$ cat config.mk
export PLATFORM = sky130hd
export DESIGN_NAME = ysyx_22050710_lsu
export DESIGN_NICKNAME = d
export VERILOG_FILES = /design/src/rtl/ysyx_22050710_lsu_pkg.sv /design/src/rtl/ysyx_22050710_lsu_align.sv /design/src/rtl/ysyx_22050710_lsu.sv
export SDC_FILE = /design/constraint.sdc
export NUM_CORES = 1
export LEC_CHECK = 0
export ABC_AREA = 1
export CAP_MARGIN = 20
export CORE_ASPECT_RATIO = 1.5
export CORE_MARGIN = 2
export CORE_UTILIZATION = 50
export CTS_BUF_LIST = sky130_fd_sc_hd__clkbuf_16
export CTS_CLUSTER_DIAMETER = 200
export CTS_CLUSTER_SIZE = 10
export DETAILED_ROUTE_END_ITERATION = 12
export PLACE_DENSITY = 0.83
export SETUP_SLACK_MARGIN = 0.05
export SKIP_LAST_GASP = 1
export SLEW_MARGIN = 25
export SYNTH_ARGS = -nofsm -noshare
export SYNTH_HDL_FRONTEND = slang
export SYNTH_SLANG_ARGS = --single-unit
$ cat constraint.sdc
create_clock -name i_clk -period 7.5 [get_ports i_clk]
set_clock_uncertainty 0.15 [all_clocks]
set_input_delay 1.5 -clock i_clk [delete_from_list [all_inputs] [get_ports i_clk]]
set_output_delay 1.5 -clock i_clk [all_outputs]
set_load 0.1 [all_outputs]
$ cat src/rtl/ysyx_22050710_lsu_pkg.sv
// Shared types and helpers for the load/store unit: FSM encoding, MemOP size
// codes, byte-mask generation and alignment checking.
package ysyx_22050710_lsu_pkg;

    typedef enum logic [1:0] {
        ST_IDLE = 2'd0,
        ST_BUS  = 2'd1,
        ST_WAIT = 2'd2,
        ST_RESP = 2'd3
    } lsu_state_e;

    // MemOP size codes; the low bit distinguishes signed/unsigned in the
    // execute stage and is irrelevant to lane handling here.
    localparam logic [2:0] MOP_B   = 3'b000;
    localparam logic [2:0] MOP_BU  = 3'b001;
    localparam logic [2:0] MOP_H   = 3'b010;
    localparam logic [2:0] MOP_HU  = 3'b011;
    localparam logic [2:0] MOP_W   = 3'b100;
    localparam logic [2:0] MOP_WU  = 3'b101;
    localparam logic [2:0] MOP_D   = 3'b110;
    localparam logic [2:0] MOP_INV = 3'b111;

    // Byte enables of an access placed at lane 0; invalid code yields none.
    function automatic logic [7:0] memop_to_bytemask(input logic [2:0] memop);
        logic [7:0] mask;
        case (memop)
            MOP_B, MOP_BU: mask = 8'h01;
            MOP_H, MOP_HU: mask = 8'h03;
            MOP_W, MOP_WU: mask = 8'h0F;
            MOP_D:         mask = 8'hFF;
            default:       mask = 8'h00;
        endcase
        return mask;
    endfunction

    // Natural alignment check; the invalid code is never "aligned" so that
    // one flag covers both error causes detected at request time.
    function automatic logic is_aligned(input logic [2:0] memop, input logic [2:0] addr_lo);
        logic ok;
        case (memop)
            MOP_B, MOP_BU: ok = 1'b1;
            MOP_H, MOP_HU: ok = (addr_lo[0] == 1'b0);
            MOP_W, MOP_WU: ok = (addr_lo[1:0] == 2'b00);
            MOP_D:         ok = (addr_lo == 3'b000);
            MOP_INV:       ok = 1'b0;
            default:       ok = 1'b0;
        endcase
        return ok;
    endfunction

endpackage

$ cat src/rtl/ysyx_22050710_lsu_align.sv
// Combinational byte-lane logic: write mask and lane-shifted store data for the
// bus, right-justified size-masked load data, and the request error flag.
module ysyx_22050710_lsu_align
    import ysyx_22050710_lsu_pkg::*;
(
    input  logic [2:0]  memop,
    input  logic [2:0]  addr_lo,
    input  logic [63:0] wdata,
    input  logic [63:0] bus_rdata,
    output logic [7:0]  wmask,
    output logic [63:0] wdata_sh,
    output logic [63:0] rdata_rj,
    output logic        misalign
);

    logic [7:0]  byte_mask;
    logic [63:0] bit_mask;
    logic [5:0]  shamt;

    assign byte_mask = memop_to_bytemask(memop);
    assign shamt     = {addr_lo, 3'b000};
    assign wmask     = byte_mask << addr_lo;
    assign wdata_sh  = wdata << shamt;
    assign rdata_rj  = (bus_rdata >> shamt) & bit_mask;
    assign misalign  = ~is_aligned(memop, addr_lo);

    // Expand the lane-0 byte mask to a 64-bit bit mask for load data.
    always_comb begin
        bit_mask = '0;
        for (int i = 0; i < 8; i++) begin
            bit_mask[8*i +: 8] = {8{byte_mask[i]}};
        end
    end

endmodule

$ cat src/rtl/ysyx_22050710_lsu.sv
// Load/store unit: accepts one core request at a time, runs a valid/ready bus
// transaction with a response timeout, and returns right-justified load data.
module ysyx_22050710_lsu
    import ysyx_22050710_lsu_pkg::*;
#(
    parameter int TIMEOUT = 255,
    parameter int CNT_W   = 8
) (
    input  logic        i_clk,
    input  logic        i_rst,
    input  logic        i_req_valid,
    output logic        o_req_ready,
    input  logic        i_req_wen,
    input  logic [2:0]  i_req_MemOP,
    input  logic [63:0] i_req_addr,
    input  logic [63:0] i_req_wdata,
    output logic        o_resp_valid,
    input  logic        i_resp_ready,
    output logic [63:0] o_resp_rdata,
    output logic        o_resp_err,
    output logic        o_bus_valid,
    input  logic        i_bus_ready,
    output logic        o_bus_wen,
    output logic [63:0] o_bus_addr,
    output logic [63:0] o_bus_wdata,
    output logic [7:0]  o_bus_wmask,
    input  logic        i_bus_rvalid,
    input  logic [63:0] i_bus_rdata,
    input  logic        i_bus_err
);

    // WAIT lasts at most TIMEOUT cycles: the counter starts at 0 on entry and
    // the timeout fires on the cycle it holds TIMEOUT-1.
    localparam logic [CNT_W-1:0] CNT_LAST = CNT_W'(TIMEOUT - 1);

    lsu_state_e        state;
    logic [CNT_W-1:0]  cnt;
    logic              wen_q;
    logic [2:0]        memop_q;
    logic [63:0]       addr_q;
    logic [63:0]       wdata_q;
    logic [63:0]       rdata_q;
    logic              err_q;

    logic [2:0]  sel_memop;
    logic [2:0]  sel_addr_lo;
    logic [7:0]  lane_wmask;
    logic [63:0] lane_wdata;
    logic [63:0] lane_rdata;
    logic        lane_misalign;

    // In IDLE the lane logic checks the incoming request; afterwards it works
    // on the captured copy so bus signals stay stable under backpressure.
    assign sel_memop   = (state == ST_IDLE) ? i_req_MemOP     : memop_q;
    assign sel_addr_lo = (state == ST_IDLE) ? i_req_addr[2:0] : addr_q[2:0];

    ysyx_22050710_lsu_align u_align (
        .memop     (sel_memop),
        .addr_lo   (sel_addr_lo),
        .wdata     (wdata_q),
        .bus_rdata (i_bus_rdata),
        .wmask     (lane_wmask),
        .wdata_sh  (lane_wdata),
        .rdata_rj  (lane_rdata),
        .misalign  (lane_misalign)
    );

    assign o_req_ready  = (state == ST_IDLE);
    assign o_bus_valid  = (state == ST_BUS);
    assign o_bus_wen    = (state == ST_BUS) && wen_q;
    assign o_bus_addr   = (state == ST_BUS) ? {addr_q[63:3], 3'b000} : 64'd0;
    assign o_bus_wdata  = (state == ST_BUS) ? lane_wdata : 64'd0;
    assign o_bus_wmask  = (state == ST_BUS && wen_q) ? lane_wmask : 8'd0;
    assign o_resp_valid = (state == ST_RESP);
    assign o_resp_rdata = (state == ST_RESP) ? rdata_q : 64'd0;
    assign o_resp_err   = (state == ST_RESP) && err_q;

    // Request/bus/response sequencing with captured request and response registers.
    always_ff @(posedge i_clk) begin
        if (i_rst) begin
            state   <= ST_IDLE;
            cnt     <= '0;
            wen_q   <= 1'b0;
            memop_q <= 3'd0;
            addr_q  <= 64'd0;
            wdata_q <= 64'd0;
            rdata_q <= 64'd0;
            err_q   <= 1'b0;
        end else begin
            case (state)
                ST_IDLE: begin
                    if (i_req_valid) begin
                        wen_q   <= i_req_wen;
                        memop_q <= i_req_MemOP;
                        addr_q  <= i_req_addr;
                        wdata_q <= i_req_wdata;
                        if (lane_misalign) begin
                            rdata_q <= 64'd0;
                            err_q   <= 1'b1;
                            state   <= ST_RESP;
                        end else begin
                            state   <= ST_BUS;
                        end
                    end
                end
                ST_BUS: begin
                    if (i_bus_ready) begin
                        cnt   <= '0;
                        state <= ST_WAIT;
                    end
                end
                ST_WAIT: begin
                    cnt <= cnt + 1'b1;
                    if (i_bus_rvalid) begin
                        rdata_q <= wen_q ? 64'd0 : lane_rdata;
                        err_q   <= i_bus_err;
                        state   <= ST_RESP;
                    end else if (cnt == CNT_LAST) begin
                        rdata_q <= 64'd0;
                        err_q   <= 1'b1;
                        state   <= ST_RESP;
                    end
                end
                ST_RESP: begin
                    if (i_resp_ready) begin
                        state <= ST_IDLE;
                    end
                end
                default: state <= ST_IDLE;
            endcase
        end
    end

endmodule
==> results.json <==
{
  "start_util": 0.508,
  "routed_wl_um": 49800,
  "post_cts_buffers": 0,
  "path_cells": "inv_1 -> ha_1 -> inv_2 -> nand2_2 -> nand2_4 -> o21ai_0 -> o21ai_0 -> o22ai_1 -> buf_4",
  "fp.dieH_um": 200,
  "drc": 0,
  "crit_path_end_kind": "output pin",
  "grt_usage": 0.355,
  "ys_seq_area_frac": 0.324,
  "synthTopCellsByCount": "519 x nand2_1, 411 x nor2_1, 272 x inv_1",
  "crit_type": "reg2out",
  "nNetsFinal": 2703,
  "drive_gt1_frac": 0.0577,
  "rr_endpoint": "rdata_q[16]",
  "slew_headroom": 0.275,
  "crit_path_frequent_cell": "o21ai_0",
  "hpwl_um": 36100,
  "clockBufferDepth": 3,
  "p_leak_nw": 8.30,
  "die_w_um": 134,
  "min_period_over_period": 0.799,
  "clk_pin_slew_worst_paths_ns": 0.06,
  "ant_nets": 0,
  "cts_resized": 0,
  "drt-initial-drc-count": 1413,
  "root_buffer": "clkbuf_16",
  "power.total_mw": 7.83,
  "layout_min_cycle_time_ns": 5.99,
  "wire_per_inst_um": 17.6,
  "min_from": "cnt[7]",
  "required_ns": 5.85,
  "synth.area.top_cells": "dfxtp_1 32%, nand2_1 15%, nor2_1 12%, nand3_1 8.8%, o21ai_0 8.7%",
  "antenna_found_initial": 8,
  "yosys_warnings": 0,
  "finalHoldWorstSlack_ns": 0.308,
  "htreeDepth": 1,
  "cts.sinks": 207,
  "cts_tree": "done",
  "worstMarginPinSlew_ns": 1.08,
  "synth_edf_count": 0,
  "syn-cell-area_um2": 12800,
  "grt_max_degree": 100,
  "fin_setup_tns_ns": 0,
  "fmax_mhz": 167,
  "area_growth_pct": 34.6,
  "synth_ff_type": "dfxtp_1",
  "grt-ovfl-total": 0,
  "hold_path_depth": 1,
  "cts_buffers": 24,
  "io_pins": 408,
  "rr_startpoint": "state[0]",
  "synth_most_common_cell": "nand2_1",
  "r2r_cells": 14,
  "run_status": "finished, final reports clean",
  "cp-start-kind": "register",
  "portBuffers": 404,
  "final-setup-viol-count": 0,
  "hold_class": "reg2reg",
  "hold_viol": 0,
  "synth.distinct_cells": 36,
  "synth_top_area_share": 0.324,
  "async_flop_share": 0,
  "ys_seq_elements": 207,
  "yosys.area.top_type": "dfxtp_1",
  "ir_drop_uv": 350,
  "drv_cap": 0,
  "cp_slowest_cell": "ha_1",
  "viasPerCell": 5.45,
  "drtPass1Iterations": 6,
  "min_to": "cnt[7]",
  "path_buf_inv": 3,
  "syn_avg_cell_area_um2": 5.79,
  "coreArea_um2": 25100,
  "crit_arrival_ns": 4.34,
  "slew_viol_final": 0,
  "path_max_fanout": 50,
  "r2r_slack_ns": 2.92,
  "synth_cells": 2206,
  "num_vias": 15400,
  "slowest_delay_ns": 0.64,
  "place_congestion": 0.983,
  "cp_top_family": "compound AO/OA/AOI/OAI gates",
  "p_per_area_nw_per_um2": 455,
  "grt_pass1_wl_um": 75400,
  "num_rows": 71,
  "cts_hold_buf": 0,
  "grt_pass1_vias": 14400,
  "clk_latency_ns": 0.54,
  "die_area_um2": 26900,
  "grt_setup_unrepaired": "false"
}
state kept, by name, indices dropped and copies added (netlist names):
name and flops:
wen_q 1, cnt 8, rdata_q 64, addr_q 64, wdata_q 64, state 2
memop_q 3, err_q 1
metal layers:
layer  wire [um]  up-vias  global-route usage  share of wire
li1            -     7461                   -              -
met3        4150      186              0.0707          0.083
met2       24500      798               0.623           0.49
met1       17200     6961               0.380           0.35
met5          13        -                   0        0.00026
met4        3830        2               0.250          0.077
worst register-to-register path, delay by kind of cell (launching register included):
kind | cells | cell delay (ns)
adders and majority gates | 1 | 0.46
DFF | 1 | 0.37
and+or+nand+nor | 9 | 2.20
buffers and inverters | 4 | 1.27
worst max path at each step:
stage	from	endpoint	cells past startpoint
after floorplan	i_req_addr[1]	o_bus_wdata[39]	8
after global placement	i_req_addr[2]	o_bus_wdata[61]	7
after detailed placement	i_req_addr[1]	o_bus_wdata[61]	8
after CTS	state[0]	o_bus_wdata[35]	9
after global routing	state[0]	o_bus_wdata[35]	9
final	state[1]	o_bus_wdata[51]	9
stage by stage:
| step | setup WS (ns) | utilization | std cells | instance area [um2] |
|---|---|---|---|---|
| global placement | 1.70 | 0.658 | 2796 | 16500 |
| detailed placement | 1.68 | 0.658 | 2796 | 16500 |
| CTS | 1.67 | 0.683 | 2822 | 17200 |
| floorplan | 1.06 | - | 2208 | 12800 |
| global route | 1.34 | 0.684 | 2828 | 17200 |
| finish | 1.51 | 0.684 | 2829 | 17200 |
final cells by class:
type	count	area, um2
Multi-Input combinational cell	1560	6900
Clock inverter	2	35.0
Clock buffer	24	601
Inverter	275	1030
Tap cell	328	410
Antenna cell	7	17.5
Timing Repair Buffer	426	4050
Fill cell	2367	7950
Sequential cell	207	4140
power breakdown:
part / internal (mW) / leakage (nW) / switching [mW]
Combinational: 1.33 / 6.28 / 3.90
Sequential: 1.40 / 1.71 / 0.168
Clock: 0.567 / 0.311 / 0.463
Total: 3.30 / 8.30 / 4.53
layout by cell type (no fill, tap or decap), types with 2 or more instances in the layout:
cell               n
a21oi_1           89
a31oi_1            3
buf_4             85
clkbuf_16         24
clkdlybuf4s50_1  340
conb_1             3
dfxtp_1          207
diode_2            7
ha_1               4
ha_2               2
inv_1            269
inv_2              5
nand2_1          512
nand2_2            5
nand2_4            4
nand3_1          224
nor2_1           411
nor2_2             2
nor3_1             8
o211ai_1          10
o21ai_0          222
o21ai_1            2
o22ai_1           17
o32ai_1           16
or2_0              2
or2_1              2
or2_2             11
kinds of logic after synthesis:
family | synth area share
other cells | 0.000294
fa+ha+maj | 0.00588
compound gates | 0.153
buf+inv | 0.140
flops | 0.324
simple gates | 0.376
Power figures use the tool's default switching activity.
